File: src/rtl/muldiv_pkg.sv
// Shared definitions for the iterative multiply/divide unit: op encodings, FSM states, iteration count.
// Op codes mirror RV funct3 so the decoder can pass them through unchanged.
package muldiv_pkg;

  typedef enum logic [2:0] {
    OP_MUL    = 3'b000,
    OP_MULH   = 3'b001,
    OP_MULHSU = 3'b010,
    OP_MULHU  = 3'b011,
    OP_DIV    = 3'b100,
    OP_DIVU   = 3'b101,
    OP_REM    = 3'b110,
    OP_REMU   = 3'b111
  } op_e;

  localparam logic [1:0] ST_IDLE = 2'd0;
  localparam logic [1:0] ST_CALC = 2'd1;
  localparam logic [1:0] ST_FIX  = 2'd2;
  localparam logic [1:0] ST_DONE = 2'd3;

  function automatic int n_iter(input int xlen, input int step_bits);
    return xlen / step_bits;
  endfunction

endpackage

File: src/rtl/muldiv_step.sv
// One radix-2 step on a {hi, lo} accumulator: add-or-skip for multiply, subtract-or-restore for divide.
// Purely combinational; chained STEP_BITS deep inside muldiv, no handshake of its own.
module muldiv_step
  import muldiv_pkg::*;
#(
  parameter int XLEN = 32
) (
  input  logic              is_div,
  input  logic [2*XLEN-1:0] acc_in,
  input  logic [XLEN-1:0]   opnd,
  output logic [2*XLEN-1:0] acc_out
);

  logic [XLEN:0] sum;
  logic [XLEN:0] top;
  logic [XLEN:0] diff;

  always_comb begin
    sum  = {1'b0, acc_in[2*XLEN-1:XLEN]} + (acc_in[0] ? {1'b0, opnd} : {(XLEN+1){1'b0}});
    // Partial remainder shifted left with the next dividend bit pulled in from the low half.
    top  = acc_in[2*XLEN-1:XLEN-1];
    diff = top - {1'b0, opnd};
    if (is_div)
      acc_out = {(diff[XLEN] ? top[XLEN-1:0] : diff[XLEN-1:0]), acc_in[XLEN-2:0], ~diff[XLEN]};
    else
      acc_out = {sum, acc_in[XLEN-1:1]};
  end

endmodule

File: src/rtl/muldiv.sv
// muldiv: iterative RV32M/RV64M unit; busy high N+1 cycles (1 on div-by-zero/overflow with MULDIV_EARLY_OUT_EN).
// No backpressure: dropping available mid-op aborts; result and fault hold in DONE until available falls.
module muldiv
  import muldiv_pkg::*;
#(
  parameter int XLEN      = 32,
  parameter int STEP_BITS = 1
) (
  input  logic            clk,
  input  logic            reset,
  input  logic            available,
  input  logic [3:0]      op,
  input  logic [XLEN-1:0] in_a,
  input  logic [XLEN-1:0] in_b,
  output logic [XLEN-1:0] out,
  output logic            busy,
  output logic            fault
);

  localparam int N  = n_iter(XLEN, STEP_BITS);
  localparam int CW = $clog2(N + 1);

  logic [1:0]          state;
  logic [CW-1:0]       cnt;
  logic [2*XLEN-1:0]   acc;
  logic [XLEN-1:0]     opnd;
  logic                neg_res;
  logic                neg_rem;
  op_e                 op_q;

  logic                is_div, a_sgn, b_sgn, a_neg, b_neg, b_zero;
  logic [XLEN-1:0]     a_mag, b_mag;
  logic                early_go;
  logic [2*XLEN-1:0]   early_acc;

  assign is_div = op[2];
  assign a_sgn  = (op[2:0] != OP_MULHU) && (op[2:0] != OP_DIVU) && (op[2:0] != OP_REMU);
  assign b_sgn  = a_sgn && (op[2:0] != OP_MULHSU);
  assign a_neg  = a_sgn & in_a[XLEN-1];
  assign b_neg  = b_sgn & in_b[XLEN-1];
  assign a_mag  = a_neg ? -in_a : in_a;
  assign b_mag  = b_neg ? -in_b : in_b;
  assign b_zero = (in_b == '0);

`ifdef MULDIV_EARLY_OUT_EN
  logic ovf;
  assign ovf       = a_sgn && (in_a == {1'b1, {(XLEN-1){1'b0}}}) && (in_b == '1);
  assign early_go  = is_div & (b_zero | ovf);
  // Preload the final {remainder, quotient} magnitudes so FIX applies the normal sign rules.
  assign early_acc = b_zero ? {a_mag, {XLEN{1'b1}}} : {{XLEN{1'b0}}, a_mag};
`else
  assign early_go  = 1'b0;
  assign early_acc = '0;
`endif

  logic [2*XLEN-1:0] chain [0:STEP_BITS];
  assign chain[0] = acc;

  for (genvar g = 0; g < STEP_BITS; g++) begin : g_step
    muldiv_step #(.XLEN(XLEN)) u_step (
      .is_div  (op_q[2]),
      .acc_in  (chain[g]),
      .opnd    (opnd),
      .acc_out (chain[g+1])
    );
  end

  logic [2*XLEN-1:0] prod;
  logic [XLEN-1:0]   quo, rem, res;

  always_comb begin
    prod = neg_res ? -acc : acc;
    quo  = neg_res ? -acc[XLEN-1:0] : acc[XLEN-1:0];
    rem  = neg_rem ? -acc[2*XLEN-1:XLEN] : acc[2*XLEN-1:XLEN];
    case (op_q)
      OP_MUL:                       res = prod[XLEN-1:0];
      OP_MULH, OP_MULHSU, OP_MULHU: res = prod[2*XLEN-1:XLEN];
      OP_DIV, OP_DIVU:              res = quo;
      default:                      res = rem;
    endcase
  end

  always_ff @(posedge clk or posedge reset) begin
    if (reset) begin
      state   <= ST_IDLE;
      cnt     <= '0;
      acc     <= '0;
      opnd    <= '0;
      neg_res <= 1'b0;
      neg_rem <= 1'b0;
      op_q    <= OP_MUL;
      out     <= '0;
      busy    <= 1'b0;
      fault   <= 1'b0;
    end else begin
      case (state)
        ST_IDLE: if (available) begin
          if (op[3]) begin
            fault <= 1'b1;
            state <= ST_DONE;
          end else begin
            op_q    <= op_e'(op[2:0]);
            // A zero divisor keeps the all-ones quotient positive regardless of operand signs.
            neg_res <= (a_neg ^ b_neg) & ~(is_div & b_zero);
            neg_rem <= a_neg;
            opnd    <= is_div ? b_mag : a_mag;
            acc     <= early_go ? early_acc
                                : {{XLEN{1'b0}}, (is_div ? a_mag : b_mag)};
            cnt     <= '0;
            busy    <= 1'b1;
            state   <= early_go ? ST_FIX : ST_CALC;
          end
        end
        ST_CALC: if (!available) begin
          busy  <= 1'b0;
          state <= ST_IDLE;
        end else begin
          acc <= chain[STEP_BITS];
          cnt <= cnt + 1'b1;
          if (cnt == CW'(N - 1)) state <= ST_FIX;
        end
        ST_FIX: begin
          busy  <= 1'b0;
          if (!available) begin
            state <= ST_IDLE;
          end else begin
            out   <= res;
            state <= ST_DONE;
          end
        end
        default: if (!available) begin
          fault <= 1'b0;
          state <= ST_IDLE;
        end
      endcase
    end
  end

endmodule
File: config.mk
export PLATFORM = sky130hd
export DESIGN_NAME = muldiv
export DESIGN_NICKNAME = d
export VERILOG_FILES = /design/src/rtl/muldiv_pkg.sv /design/src/rtl/muldiv_step.sv /design/src/rtl/muldiv.sv
export SDC_FILE = /design/constraint.sdc
export NUM_CORES = 1
export LEC_CHECK = 0
export CAP_MARGIN = 40
export CORE_MARGIN = 5
export CORE_UTILIZATION = 30
export DETAILED_ROUTE_END_ITERATION = 8
export GPL_TIMING_DRIVEN = 1
export PLACE_DENSITY = 0.48
export SKIP_LAST_GASP = 1
export SYNTH_ARGS = -nofsm -noshare
export SYNTH_HDL_FRONTEND = slang
export SYNTH_SLANG_ARGS = --single-unit
File: constraint.sdc
create_clock -name clk -period 5.1 [get_ports clk]
set_input_delay 1.53 -clock clk [delete_from_list [all_inputs] [get_ports clk]]
set_output_delay 1.53 -clock clk [all_outputs]
set_load 0.02 [all_outputs]
==> flow_metrics.py <==
metrics = {
    "cts": {
        "cts_tree": "built",
        "number_of_buffers_added_for_setup_after_cts": 0,
        "cts_inserted_buffers": 17,
        "clock_root_cell": "sky130_fd_sc_hd__clkbuf_16",
        "ctsHoldBuffers": 0,
        "clk-insertion-delay-late_ps": 470,
        "clk_pin_slew_worst_paths_ps": 70,
        "clk_path_buf_depth": 2,
        "maximum_level_of_the_cts_h_tree": 4,
        "number_of_gates_given_a_new_drive_strength_after_cts": 0,
        "sink_count_of_the_clock_tree": 143,
    },
    "timing": {
        "timing.final.ws_setup_ps": 786,
        "worst_clock_skew_ps": 22.8,
        "finalSetupViolations": 0,
        "slew_headroom_pct": 37.2,
        "final.min_clock_period_ps": 4310,
        "layout_worst_path_cycle_share_pct": 84.6,
        "timing_hold_violations_final": 0,
        "fmax_mhz": 232,
        "final.hold.worst_slack_ps": 477,
        "unrepaired_setup_endpoints_after_global_routing": "false",
        "finalSetupTns_ps": 0,
        "final_count_of_pins_violating_max_slew": 0,
        "timing_worst_slew_pin_value_ps": 935,
    },
    "global_route": {
        "groute.layer.met3.usage_pct": 4.09,
        "grt_busiest_layer": "met2",
        "pin_count_of_the_biggest_net_entering_global_routing": 106,
        "grt_util_met1_pct": 27.4,
        "globalRouteTotalUtil_pct": 20.1,
        "number_of_antenna_violations_at_the_first_check_in_global_routing": 0,
        "global_route.overflow_total": 0,
        "grt_use_met2_pct": 31.7,
        "grt_pass1_wl_um": 83000,
        "first_global_vias": 13600,
    },
    "die": {
        "die-area_um2": 52400,
        "boundaryPins": 105,
        "placement_rows": 80,
        "core_area_um2": 47500,
        "die_h_um": 229,
        "floorplan.die.width_um": 229,
        "initial_utilization_pct": 30.2,
    },
    "yosys": {
        "sequential_fraction_of_the_synthesis_area_pct": 24.9,
        "synthesis.area_um2": 14400,
        "synth_cell_type_count": 75,
        "synth_seq_cells": 143,
        "ys.flop_type": "sky130_fd_sc_hd__dfrtp_1",
        "post_synth.cell_area_avg_um2": 7.46,
        "synthesis.nets": 2074,
        "number_of_flops_mapped_to_enable_cells_by_yosys": 0,
        "post_syn_instances": 1928,
        "synth.yosys.warnings": 0,
        "ys_async_sr_fraction_pct": 100,
    },
    "setup_path": {
        "timing.critical_path.fanout_max": 5,
        "worstPathArrival_ps": 4670,
        "timing_worst_setup_path_type": "in -> reg",
        "startpoint_type_of_the_worst_setup_path": "input port",
        "timing.critical_path.required_ps": 5460,
        "cp-end-kind": "register",
    },
    "placed_design": {
        "pre_cts_slack_ps": 305,
        "globalplace.congestion": 0.954,
        "dp_hpwl_um": 41900,
        "io_buffers": 104,
        "number_of_instances_in_the_placed_design": 2550,
    },
    "pwr": {
        "power.ir.vdd_worst_v": 0.000247,
        "static_leakage_power_nw": 6.87,
        "power.density_nw_per_um2": 702,
    },
    "final_layout": {
        "drive_gt1_share_pct": 6.66,
        "final_net_count": 2100,
        "syn_to_final_growth_pct": 15.2,
        "finalCoreUtilization_pct": 34.8,
        "final_cell_count_no_fill": 2582,
        "fill_cells": 5014,
        "antenna_cells_inserted": 0,
    },
    "route": {
        "drtPass1Iterations": 7,
        "route.detailed.drc": 0,
        "route.antenna.remaining_nets": 0,
        "finalWirelength_um": 53800,
        "drt-initial-drc-count": 947,
        "routed-via-count": 14200,
        "viasPerCell": 5.49,
        "drt-wirelength-per-cell_um": 20.8,
    },
    "outcome": {
        "outcome": "finished, final reports clean",
    },
    "worst_hold_path": {
        "holdCritPathClass": "reg -> reg",
    },
    "flow_run": {
        "drv_cap": 0,
    },
}
metal layers:
metal  vias up  share of wire (%)
met4         0                3.0
li1       6916                  -
met2       446                 44
met1      6754                 46
met5         -                  0
met3        70                6.5
final cells by class:
type | count | area, um2 | share of cell area, %
Timing Repair Buffer | 143 | 1350 | 8.17
Sequential cell | 143 | 3580 | 21.6
Tap cell | 615 | 769 | 4.65
Inverter | 73 | 278 | 1.68
Clock buffer | 19 | 443 | 2.67
Multi-Input combinational cell | 1576 | 10000 | 60.4
Clock inverter | 13 | 140 | 0.846
logic make-up after synthesis:
group                    synth area share (%)
flip-flops                               24.9
AO/OA/AOI/OAI                            26.6
buffers and inverters                    5.65
XOR/XNOR                                 11.9
adder cells (fa/ha/maj)                  6.63
AND/OR/NAND/NOR                          19.6
multiplexers                             4.82
metrics by stage:
| step | power (mW) | area [um2] |
|---|---|---|
| 6_report | 11.6 | 16600 |
| 2_1_floorplan | 7.69 | 14400 |
| 3_3_place_gp | 10.2 | 16000 |
| 4_1_cts | 11.6 | 16600 |
| 5_1_grt | 12.5 | 16600 |
| 3_5_place_dp | 10.3 | 16000 |
path summary, 6_finish.rpt:
path	slack [ps]	to	cells after the start	start
min in group asynchronous	1540	out[26]	3	reset
setup reg to reg	1030	acc[58]	15	acc[31]
max in group asynchronous	2930	op_q[2]	3	reset
hold reg to reg	480	out[24]	2	out[24]
setup / recovery	790	acc[26]	10	in_b[7]
hold / removal	480	out[24]	2	out[24]
synth_stat cells, types with 16 or more instances:
master                     number  area (um2)
sky130_fd_sc_hd__nand2_1      221         830
sky130_fd_sc_hd__xnor2_1      111         972
sky130_fd_sc_hd__inv_1         73         274
sky130_fd_sc_hd__o31ai_1       24         180
sky130_fd_sc_hd__nand4_1       18         113
sky130_fd_sc_hd__a211oi_1      36         270
sky130_fd_sc_hd__clkbuf_1     123         462
sky130_fd_sc_hd__mux2_2        26         293
sky130_fd_sc_hd__a21oi_1      176         881
sky130_fd_sc_hd__o21ai_0      218        1090
sky130_fd_sc_hd__nand3_1       36         180
sky130_fd_sc_hd__xor2_1        84         736
sky130_fd_sc_hd__dfrtp_1      143        3580
sky130_fd_sc_hd__a21o_1        27         203
sky130_fd_sc_hd__ha_1          73         913
sky130_fd_sc_hd__nor3_1        30         150
sky130_fd_sc_hd__nand2b_1      19         119
sky130_fd_sc_hd__or3_1         17         106
sky130_fd_sc_hd__o22ai_1       16         100
sky130_fd_sc_hd__nor2_1       178         668
sky130_fd_sc_hd__mux2i_1       40         400
sky130_fd_sc_hd__a22oi_1       18         135
critical path: stages:
cell and delay [ps]:
sky130_fd_sc_hd__clkdlybuf4s50_1 470, sky130_fd_sc_hd__or4_1 580, sky130_fd_sc_hd__or3_1 380, sky130_fd_sc_hd__or3_1 430, sky130_fd_sc_hd__nor3_2 390, sky130_fd_sc_hd__a31oi_1 160
sky130_fd_sc_hd__xnor2_1 220, sky130_fd_sc_hd__and2_1 150, sky130_fd_sc_hd__o22ai_1 80, sky130_fd_sc_hd__mux2_2 280
state kept, by name, indices dropped and copies added (netlist names), 2 cells and up:
| register | flops |
|---|---|
| state | 2 |
| op_q | 3 |
| out | 32 |
| opnd | 32 |
| acc | 64 |
| cnt | 6 |
placed cells by master (no fill, tap or decap), types with 12 or more instances in the layout:
| master | count |
|---|---|
| sky130_fd_sc_hd__xor2_1 | 84 |
| sky130_fd_sc_hd__nand4_1 | 18 |
| sky130_fd_sc_hd__a211oi_1 | 36 |
| sky130_fd_sc_hd__or4_1 | 12 |
| sky130_fd_sc_hd__nor2_1 | 177 |
| sky130_fd_sc_hd__inv_1 | 72 |
| sky130_fd_sc_hd__mux2i_1 | 40 |
| sky130_fd_sc_hd__nand2b_1 | 19 |
| sky130_fd_sc_hd__nand2_1 | 219 |
| sky130_fd_sc_hd__a21oi_1 | 176 |
| sky130_fd_sc_hd__dfrtp_1 | 141 |
| sky130_fd_sc_hd__or3_1 | 17 |
| sky130_fd_sc_hd__o22ai_1 | 16 |
| sky130_fd_sc_hd__ha_1 | 72 |
| sky130_fd_sc_hd__a22oi_1 | 18 |
| sky130_fd_sc_hd__nor4_1 | 14 |
| sky130_fd_sc_hd__o21ai_0 | 218 |
| sky130_fd_sc_hd__clkbuf_16 | 17 |
| sky130_fd_sc_hd__nor3_1 | 30 |
| sky130_fd_sc_hd__buf_4 | 37 |
| sky130_fd_sc_hd__a21o_1 | 27 |
| sky130_fd_sc_hd__xnor2_1 | 111 |
| sky130_fd_sc_hd__o31ai_1 | 24 |
| sky130_fd_sc_hd__nand3_1 | 36 |
| sky130_fd_sc_hd__clkdlybuf4s50_1 | 103 |
| sky130_fd_sc_hd__mux2_2 | 26 |
| sky130_fd_sc_hd__and2_1 | 14 |
| sky130_fd_sc_hd__o211ai_1 | 14 |
| sky130_fd_sc_hd__o41ai_1 | 13 |
report_power, final:
group          internal [mW]  switching [mW]  total (mW)
clock network          0.732           0.571        1.30
logic                   3.07            4.87        7.95
registers               1.62           0.764        2.38
total                   5.43            6.21        11.6
(Power assumes the default switching activity.)
